**config.mk**
```make
export PLATFORM = sky130hd
export DESIGN_NAME = channel_pulse_voice
export DESIGN_NICKNAME = d
export VERILOG_FILES = /design/src/rtl/channel_pulse_voice_pkg.sv /design/src/rtl/channel_pulse_voice_accum.sv /design/src/rtl/channel_pulse_voice.sv
export SDC_FILE = /design/constraint.sdc
export NUM_CORES = 1
export LEC_CHECK = 0
export BUFFER_PORTS_ARGS = -buffer_cell sky130_fd_sc_hd__buf_2
export CORE_AREA = 2 2 98 124
export DETAILED_ROUTE_END_ITERATION = 6
export DIE_AREA = 0 0 100 126
export PLACE_DENSITY_LB_ADDON = 0.15
export SYNTH_ARGS = -nofsm -noshare
export SYNTH_HDL_FRONTEND = slang
export SYNTH_SLANG_ARGS = --single-unit
```
**constraint.sdc**
```tcl
create_clock -name i_clk -period 13.23 [get_ports i_clk]
set_input_delay 1.9845 -clock i_clk [delete_from_list [all_inputs] [get_ports i_clk]]
set_output_delay 1.9845 -clock i_clk [all_outputs]
set_load 0.02 [all_outputs]
```
**src/rtl/channel_pulse_voice_pkg.sv**
```systemverilog
// Shared defaults and the duty-threshold helper for the pulse voice.
package channel_pulse_voice_pkg;

    localparam int unsigned PHASE_WIDTH_DEF  = 32;
    localparam int unsigned ENV_WIDTH_DEF    = 9;
    localparam int unsigned ENV_SHIFT_DEF    = 6;
    localparam int unsigned SAMPLE_WIDTH_DEF = 16;

    localparam logic [7:0] TOP_RESET = 8'hff;

    // Rounded half of top: 8'hff -> 128 (50%), 8'h3f -> 32, 8'h00 -> 0 (always low).
    function automatic logic [8:0] duty_thr(input logic [7:0] top);
        return ({1'b0, top} + 9'd1) >> 1;
    endfunction

endpackage

```
**src/rtl/channel_pulse_voice_accum.sv**
```systemverilog
// Phase accumulator with wrap carry and pulse-level compare; duty changes are
// held pending and only promoted at a phase wrap (or a stalled phase) to avoid glitches.
module pulse_phase_accumulator
    import channel_pulse_voice_pkg::*;
#(
    parameter int unsigned PHASE_WIDTH = PHASE_WIDTH_DEF
) (
    input  logic                   i_clk,
    input  logic                   i_rst,
    input  logic                   i_stb,
    input  logic [7:0]             i_top,
    input  logic                   i_top_valid,
    input  logic [PHASE_WIDTH-1:0] i_phase_delta,
    output logic                   o_level,
    output logic                   o_wrap
);

    if (PHASE_WIDTH < 9) begin : g_width_check
        $error("PHASE_WIDTH must be at least 9");
    end

    logic [PHASE_WIDTH-1:0] phase_q, phase_d;
    logic [7:0]             active_q, active_d;
    logic [7:0]             pending_q, pending_d;
    logic                   dirty_q, dirty_d;
    logic                   level_q, level_d;
    logic                   wrap_q, wrap_d;
    logic [PHASE_WIDTH:0]   sum;
    logic                   promote;

    always_comb begin
        sum       = {1'b0, phase_q} + {1'b0, i_phase_delta};
        promote   = i_stb && dirty_q && (sum[PHASE_WIDTH] || (i_phase_delta == '0));
        phase_d   = phase_q;
        active_d  = active_q;
        pending_d = pending_q;
        dirty_d   = dirty_q;
        level_d   = level_q;
        wrap_d    = wrap_q;

        if (promote) begin
            active_d = pending_q;
            dirty_d  = 1'b0;
        end
        // A capture on the promotion edge re-arms dirty with the new value.
        if (i_top_valid) begin
            pending_d = i_top;
            dirty_d   = 1'b1;
        end
        if (i_stb) begin
            phase_d = sum[PHASE_WIDTH-1:0];
            wrap_d  = sum[PHASE_WIDTH];
            level_d = ({1'b0, sum[PHASE_WIDTH-1 -: 8]} < duty_thr(active_d));
        end
    end

    always_ff @(posedge i_clk) begin
        if (i_rst) begin
            phase_q   <= '0;
            active_q  <= TOP_RESET;
            pending_q <= '0;
            dirty_q   <= 1'b0;
            level_q   <= 1'b0;
            wrap_q    <= 1'b0;
        end else begin
            phase_q   <= phase_d;
            active_q  <= active_d;
            pending_q <= pending_d;
            dirty_q   <= dirty_d;
            level_q   <= level_d;
            wrap_q    <= wrap_d;
        end
    end

    assign o_level = level_q;
    assign o_wrap  = wrap_q;

endmodule

```
**src/rtl/channel_pulse_voice.sv**
```systemverilog
// Pulse-wave voice: phase/level stage followed by a registered signed sample stage.
module channel_pulse_voice
    import channel_pulse_voice_pkg::*;
#(
    parameter int unsigned PHASE_WIDTH  = PHASE_WIDTH_DEF,
    parameter int unsigned ENV_WIDTH    = ENV_WIDTH_DEF,
    parameter int unsigned ENV_SHIFT    = ENV_SHIFT_DEF,
    parameter int unsigned SAMPLE_WIDTH = SAMPLE_WIDTH_DEF
) (
    input  logic                    i_clk,
    input  logic                    i_rst,
    input  logic                    i_sample_stb,
    input  logic [7:0]              i_top,
    input  logic                    i_top_valid,
    input  logic [PHASE_WIDTH-1:0]  i_phase_delta,
    input  logic [ENV_WIDTH-1:0]    i_envelope,
    output logic [SAMPLE_WIDTH-1:0] o_sample,
    output logic                    o_sample_valid,
    output logic                    o_cycle_stb
);

    if (SAMPLE_WIDTH < ENV_WIDTH + ENV_SHIFT + 1) begin : g_width_check
        $error("SAMPLE_WIDTH too narrow for ENV_WIDTH+ENV_SHIFT+1");
    end

    logic                    level;
    logic                    wrap;
    logic [ENV_WIDTH-1:0]    env_q, env_d;
    logic                    s1_valid_q, s1_valid_d;
    logic [SAMPLE_WIDTH-1:0] sample_q, sample_d;
    logic                    valid_q, valid_d;
    logic                    cyc_q, cyc_d;
    logic [SAMPLE_WIDTH-1:0] mag;

    pulse_phase_accumulator #(
        .PHASE_WIDTH (PHASE_WIDTH)
    ) u_accum (
        .i_clk         (i_clk),
        .i_rst         (i_rst),
        .i_stb         (i_sample_stb),
        .i_top         (i_top),
        .i_top_valid   (i_top_valid),
        .i_phase_delta (i_phase_delta),
        .o_level       (level),
        .o_wrap        (wrap)
    );

    always_comb begin
        env_d      = i_sample_stb ? i_envelope : env_q;
        s1_valid_d = i_sample_stb;
        mag        = SAMPLE_WIDTH'(env_q) << ENV_SHIFT;
        sample_d   = sample_q;
        valid_d    = 1'b0;
        cyc_d      = 1'b0;
        if (s1_valid_q) begin
            sample_d = level ? mag : -mag;
            valid_d  = 1'b1;
            cyc_d    = wrap;
        end
    end

    always_ff @(posedge i_clk) begin
        if (i_rst) begin
            env_q      <= '0;
            s1_valid_q <= 1'b0;
            sample_q   <= '0;
            valid_q    <= 1'b0;
            cyc_q      <= 1'b0;
        end else begin
            env_q      <= env_d;
            s1_valid_q <= s1_valid_d;
            sample_q   <= sample_d;
            valid_q    <= valid_d;
            cyc_q      <= cyc_d;
        end
    end

    assign o_sample       = sample_q;
    assign o_sample_valid = valid_q;
    assign o_cycle_stb    = cyc_q;

endmodule
```
==> results.cfg, run 1 <==
[place]
port_buffers = 64
gp_congestion = 0.815
placedCellCount = 775
detailed_place_hpwl_mm = 8.66

[synth]
yosys_most_used_dff = dfxtp_1
synth-edff-count = 0
synth_cells = 599
yosys.area.top_type = dfxtp_1
synth_seq_cells = 73
avgSynthCellArea_um2 = 8.42
async_flop_share_pct = 0
synth_cell_types = 68
synth_area_um2 = 5040
synth_top_area_share_pct = 29.0
yosysWarnings = 0
synth_area_leaders = dfxtp_1, ha_1, mux2i_1, nor2_1, xnor2_1
seq_area_frac_synth_pct = 29.0

[pwr]
p_leak_nw = 2.57
total_power_mw = 0.808
vdd_drop_max_v = 0.0000667
p_per_area_nw_per_um2 = 141

[run]
maxCapViolations = 0

[layout]
antenna_cells = 0
most-common-layout-cells = nor2_1, dfxtp_1, buf_2, ha_1
layout-drive-gt1-share_pct = 14.9
nNetsFinal = 743
syn2layout_area_growth_pct = 13.4
layoutNonFillerInstCount = 790
final_common_cell = nor2_1

[floorplan]
start_util_pct = 44.0
io_pins = 71
die_w_um = 100
core.rowCount = 44
core_area_um2 = 11500
die_h_um = 126
die-area_um2 = 12600

[sta]
tightest_slew_ps = 956
clock_skew_ps = 5.62
min_period_over_period_pct = 52.3
slew_headroom_pct = 36.1
rsz0062_at_grt = false
fmaxAchievable_mhz = 145
slew_violations = 0
setup_viol_count_final = 0
timing.setup.tns_ps = 0
hold_violations = 0
fin_crit_ps = 6920

[cts]
cts_setup_buffers = 0
htree_levels = 3
cts_root_buf = clkbuf_16
tritoncts = built
insertion_delay_ps = 340
cts_num_sinks = 73
clk_pin_slew_worst_paths_ps = 60
cts_hold_buffers = 0
ctsResizeCount = 0
clockBufferDepth = 2
numCtsBuffers = 9

[global_route]
grt_pass1_vias = 4227
grtUsageTotal_pct = 19.2
grt_max_degree = 90
grt_pass1_wl_mm = 19.4
grt_overflow = 0
antenna_found_initial = 0

[critical_path]
start_kind = primary input
path_max_fanout = 26
worstSetupPathType = primary input to flop
critPathArrivalTime_ps = 7200
cp-end-kind = flop
cp.required_ps = 13510

[detailed_routing]
viasPerCell = 5.54
drtAntennaViolNets = 0
num_vias = 4378
drcViolationCount = 0
drt_iter0_drc = 171
first_pass_iters = 6
wl_per_cell_um = 15.2
wirelength_mm = 12.0

[min_path]
hold_path_class = flop to flop

[outcome]
outcome = completed
sequential cells by signal, summed over array words and instances (netlist names):
| register | cells |
|---|---|
| u_accum.pending_q | 8 |
| o_sample_valid | 1 |
| u_accum.dirty_q | 1 |
| u_accum.active_q | 8 |
| o_sample | 10 |
| o_cycle_stb | 1 |
| u_accum.phase_q | 32 |
| u_accum.o_level | 1 |
| u_accum.o_wrap | 1 |
| s1_valid_q | 1 |
| env_q | 9 |
final timing paths:
kind / startpoint / to / slack (ps) / cells past startpoint
worst min register to register: u_accum.phase_q[10] / u_accum.phase_q[10] / 480 / 2
worst max register to register: u_accum.phase_q[0] / u_accum.o_level / 7770 / 22
worst max-delay path: i_phase_delta[0] / u_accum.o_level / 6310 / 23
worst min-delay path: u_accum.phase_q[10] / u_accum.phase_q[10] / 480 / 2
synth_stat cells (3+ instances only):
cell / number
nor2_1: 79
dfxtp_1: 73
ha_1: 41
a21oi_1: 34
mux2i_1: 34
nand2_1: 32
xnor2_1: 27
inv_1: 24
o21ai_0: 20
a21o_1: 19
clkbuf_1: 16
xor2_1: 15
a31oi_1: 13
nand2b_1: 13
a211oi_1: 12
nand3_1: 12
nor4_1: 10
buf_1: 8
nor3b_1: 8
a211o_1: 7
nand4_1: 7
o211ai_1: 7
buf_4: 6
o21a_1: 6
and3_1: 5
nor3_1: 5
o22ai_1: 5
and2_1: 4
a311oi_1: 3
where the power goes:
group / internal, mW / switching [mW] / leakage [nW]
clock: 0.164 / 0.0978 / 0.149
sequential: 0.245 / 0.0208 / 0.602
combinational: 0.126 / 0.154 / 1.82
total: 0.535 / 0.273 / 2.57
per-stage QoR:
step           worst slack (ps)  util (%)  instance area [um2]  hold slack (ps)
2_1_floorplan              7040         -                 5060              431
3_3_place_gp               6190      47.2                 5410              460
3_5_place_dp               5990      47.2                 5410              465
4_1_cts                    6340      49.9                 5720              475
5_1_grt                    5910      49.9                 5720              488
6_report                   6310      49.9                 5720              475
layout make-up:
class | count | area (um2)
well taps | 138 | 173
flip-flops and latches | 73 | 1460
clock buffers | 10 | 229
fillers | 1123 | 5730
clock inverters | 5 | 81.3
repair buffers | 66 | 335
multi-input cells | 474 | 3350
inverters | 24 | 90.1
routing by layer:
| layer | up-vias | routed length [um] | track usage (%) |
|---|---|---|---|
| met5 | - | 0 | 0 |
| met4 | 0 | 195 | 6.45 |
| met3 | 13 | 355 | 3.94 |
| met2 | 70 | 6120 | 34.1 |
| met1 | 2034 | 5330 | 22.7 |
| li1 | 2261 | - | - |
cells by family (layout without fill, tap and decap cells):
logic type | count (synthesis) | count (layout) | share of synthesized area (%)
AND/OR/NAND/NOR | 197 | 197 | 19.5
flip-flops | 73 | 73 | 29.0
multiplexers | 36 | 36 | 7.20
XOR/XNOR | 42 | 42 | 7.30
buffers and inverters | 57 | 105 | 5.01
AO/OA/AOI/OAI | 151 | 151 | 21.4
adder cells (fa/ha/maj) | 42 | 42 | 10.6
other | 1 | 6 | 0.0744
worst max-delay path: stages:
cell	delay, ps
buf_2	110
ha_1	220
fa_1	410
a21o_1	190
a221o_1	360
o2111ai_2	290
o211a_4	230
nor3_2	70
o311ai_4	840
mux2_2	430
ha_1	250
nand3_1	140
nor2_1	90
xnor2_1	120
nand2_1	60
o21ai_0	120
ha_1	320
and3_1	160
a22oi_1	160
nand3b_1	90
a21oi_1	210
nor3b_1	210
a21bo_2	150
Note: power is estimated with default switching activity, not from simulation.
==> run 2, diff against run 1 <==
==> constraint.sdc (replaced) <==
create_clock -name i_clk -period 6.85 [get_ports i_clk]
set_input_delay 1.0275 -clock i_clk [delete_from_list [all_inputs] [get_ports i_clk]]
set_output_delay 1.0275 -clock i_clk [all_outputs]
set_load 0.02 [all_outputs]
==> run 2 against run 1 <==
  * Critical path depth unchanged
  * Sequential cell count unchanged
  * Largest power group unchanged
  * Register-to-register slack got worse by 6000 ps
  * Combinational power increased by 93%
  * Worst hold slack improved by 6.4 ps
  * Via count increased by 0.82%
  * Sequential power increased by 93%
  * Clock skew increased by 1.5 ps
  * Highest routed layer unchanged
  * Sequential share of layout area increased by 0.11 points
==> results.cfg, run 2 (synthesis gave the netlist of run 1 again) <==
[critical_path]
crit_top_cell = ha_1
rrSetupSlack_ps = 1760
cp_slowest_cell = o311ai_4
r2r-start = u_accum.phase_q[0]
reg2reg_to = u_accum.o_level
crit_start = i_phase_delta[0]
cp_slowest_stage_delay_ps = 570
path_max_fanout = 15
crit_cells = 23
cp.required_ps = 7140
start_kind = primary input
cp-end-kind = flop
crit_path_end = u_accum.o_level
ff2ff_path_depth = 22
worstPathCellList = buf_2 -> ha_1 -> fa_1 -> a21o_1 -> a221o_1 -> o2111ai_2 -> o211a_4 -> nor3_2 -> o311ai_4 -> mux2_2 -> ha_1 -> nand3_1 -> nor2_1 -> xnor2_1 -> nand2_1 -> o21ai_0 -> ha_1 -> and3_1 -> a22oi_1 -> nand3b_1 -> a21oi_1 -> nor3b_1 -> a21bo_2
critPathArrivalTime_ps = 5870
crit_family = compound AO/OA/AOI/OAI gates
cp_num_buf_inv = 1
worstSetupPathType = primary input to flop

[sta]
setup_viol_count_final = 0
slew_violations = 0
fin_crit_ps = 5580
rsz0062_at_grt = false
tightest_slew_ps = 843
min_period_over_period_pct = 81.5
hold_violations = 0
fmaxAchievable_mhz = 179
clock_skew_ps = 7.16
slew_headroom_pct = 43.8
timing.setup.tns_ps = 0

[min_path]
hold_path_class = flop to flop

[floorplan]
die_h_um = 126
die_w_um = 100
io_pins = 71
core_area_um2 = 11500
die-area_um2 = 12600
core.rowCount = 44
start_util_pct = 44.0

[global_route]
antenna_found_initial = 0
grt_pass1_wl_mm = 20.2
grtUsageTotal_pct = 19.9
grt_overflow = 0
grt_max_degree = 71
grt_pass1_vias = 4381

[pwr]
p_leak_nw = 2.56
vdd_drop_max_v = 0.000120
p_per_area_nw_per_um2 = 264

[place]
placed_cell_area_um2 = 5410
port_buffers = 64
detailed_place_hpwl_mm = 8.82
placedCellCount = 776
gp_congestion = 0.808

[layout]
top_register = u_accum.phase_q
most-common-layout-cells = nor2_1, dfxtp_1, buf_2, ha_1
fill_cells = 1119
antenna_cells = 0
layoutNonFillerInstCount = 792
utilization_pct = 49.7
syn2layout_area_growth_pct = 12.9
final_cell_area_um2 = 5690
layout-drive-gt1-share_pct = 15.1
final_common_cell = nor2_1
largest_reg_flops = 32
nNetsFinal = 744

[cts]
cts_num_sinks = 73
tritoncts = built
cts_setup_buffers = 0
htree_levels = 3
clockBufferDepth = 2
ctsResizeCount = 0
numCtsBuffers = 9
clk_pin_slew_worst_paths_ps = 60
insertion_delay_ps = 340
cts_hold_buffers = 0
cts_root_buf = clkbuf_16

[detailed_routing]
drt_iter0_drc = 133
wirelength_mm = 11.9
viasPerCell = 5.57
drcViolationCount = 0
num_vias = 4414
wl_per_cell_um = 15.1
drtAntennaViolNets = 0
first_pass_iters = 4

[outcome]
outcome = completed

[run]
maxCapViolations = 0
run 2: final cells by class:
class / instances / area (um2) / area share, %
Clock buffer: 10 / 229 / 4.02
Clock inverter: 6 / 50.0 / 0.879
Inverter: 24 / 90.1 / 1.58
Multi-Input combinational cell: 474 / 3350 / 58.8
Sequential cell: 73 / 1460 / 25.7
Tap cell: 138 / 173 / 3.03
Timing Repair Buffer: 67 / 343 / 6.02
run 2: report_power, final:
part / internal [mW] / switching, mW / total, mW
clock: 0.250 / 0.204 / 0.454
sequential: 0.472 / 0.0397 / 0.512
combinational: 0.243 / 0.296 / 0.539
run 2: worst min-delay path by stage:
stage | end | startpoint | depth (start not counted) | slack, ps
floorplan | o_cycle_stb | u_accum.o_wrap | 1 | 430
global placement | u_accum.phase_q[10] | u_accum.phase_q[10] | 2 | 460
detailed placement | u_accum.phase_q[12] | u_accum.phase_q[12] | 2 | 480
CTS | o_sample[14] | o_sample[14] | 2 | 490
global route | o_cycle_stb | u_accum.o_wrap | 1 | 500
finish | o_sample[14] | o_sample[14] | 2 | 480
run 2: through the flow:
step,power [mW],hold slack (ps),worst slack [ps]
2_1_floorplan,0.944,431,1610
5_1_grt,1.61,502,847
3_5_place_dp,1.06,477,940
6_report,1.51,482,1270
3_3_place_gp,1.05,459,1050
4_1_cts,1.52,486,1300
run 2: metal layers:
layer | up-vias | part of all wire (%) | global-route usage, %
li1 | 2266 | - | -
met5 | - | 0 | 0
met2 | 65 | 51 | 35.6
met1 | 2063 | 44 | 23.7
met4 | 0 | 2.6 | 8.38
met3 | 20 | 2.4 | 2.33
run 2: worst min-delay path: cells and delay by family, from the launching register on:
kind,cells,cell delay [ps]
AO/OA/AOI/OAI,1,50
AND/OR/NAND/NOR,1,80
flip-flops,1,310
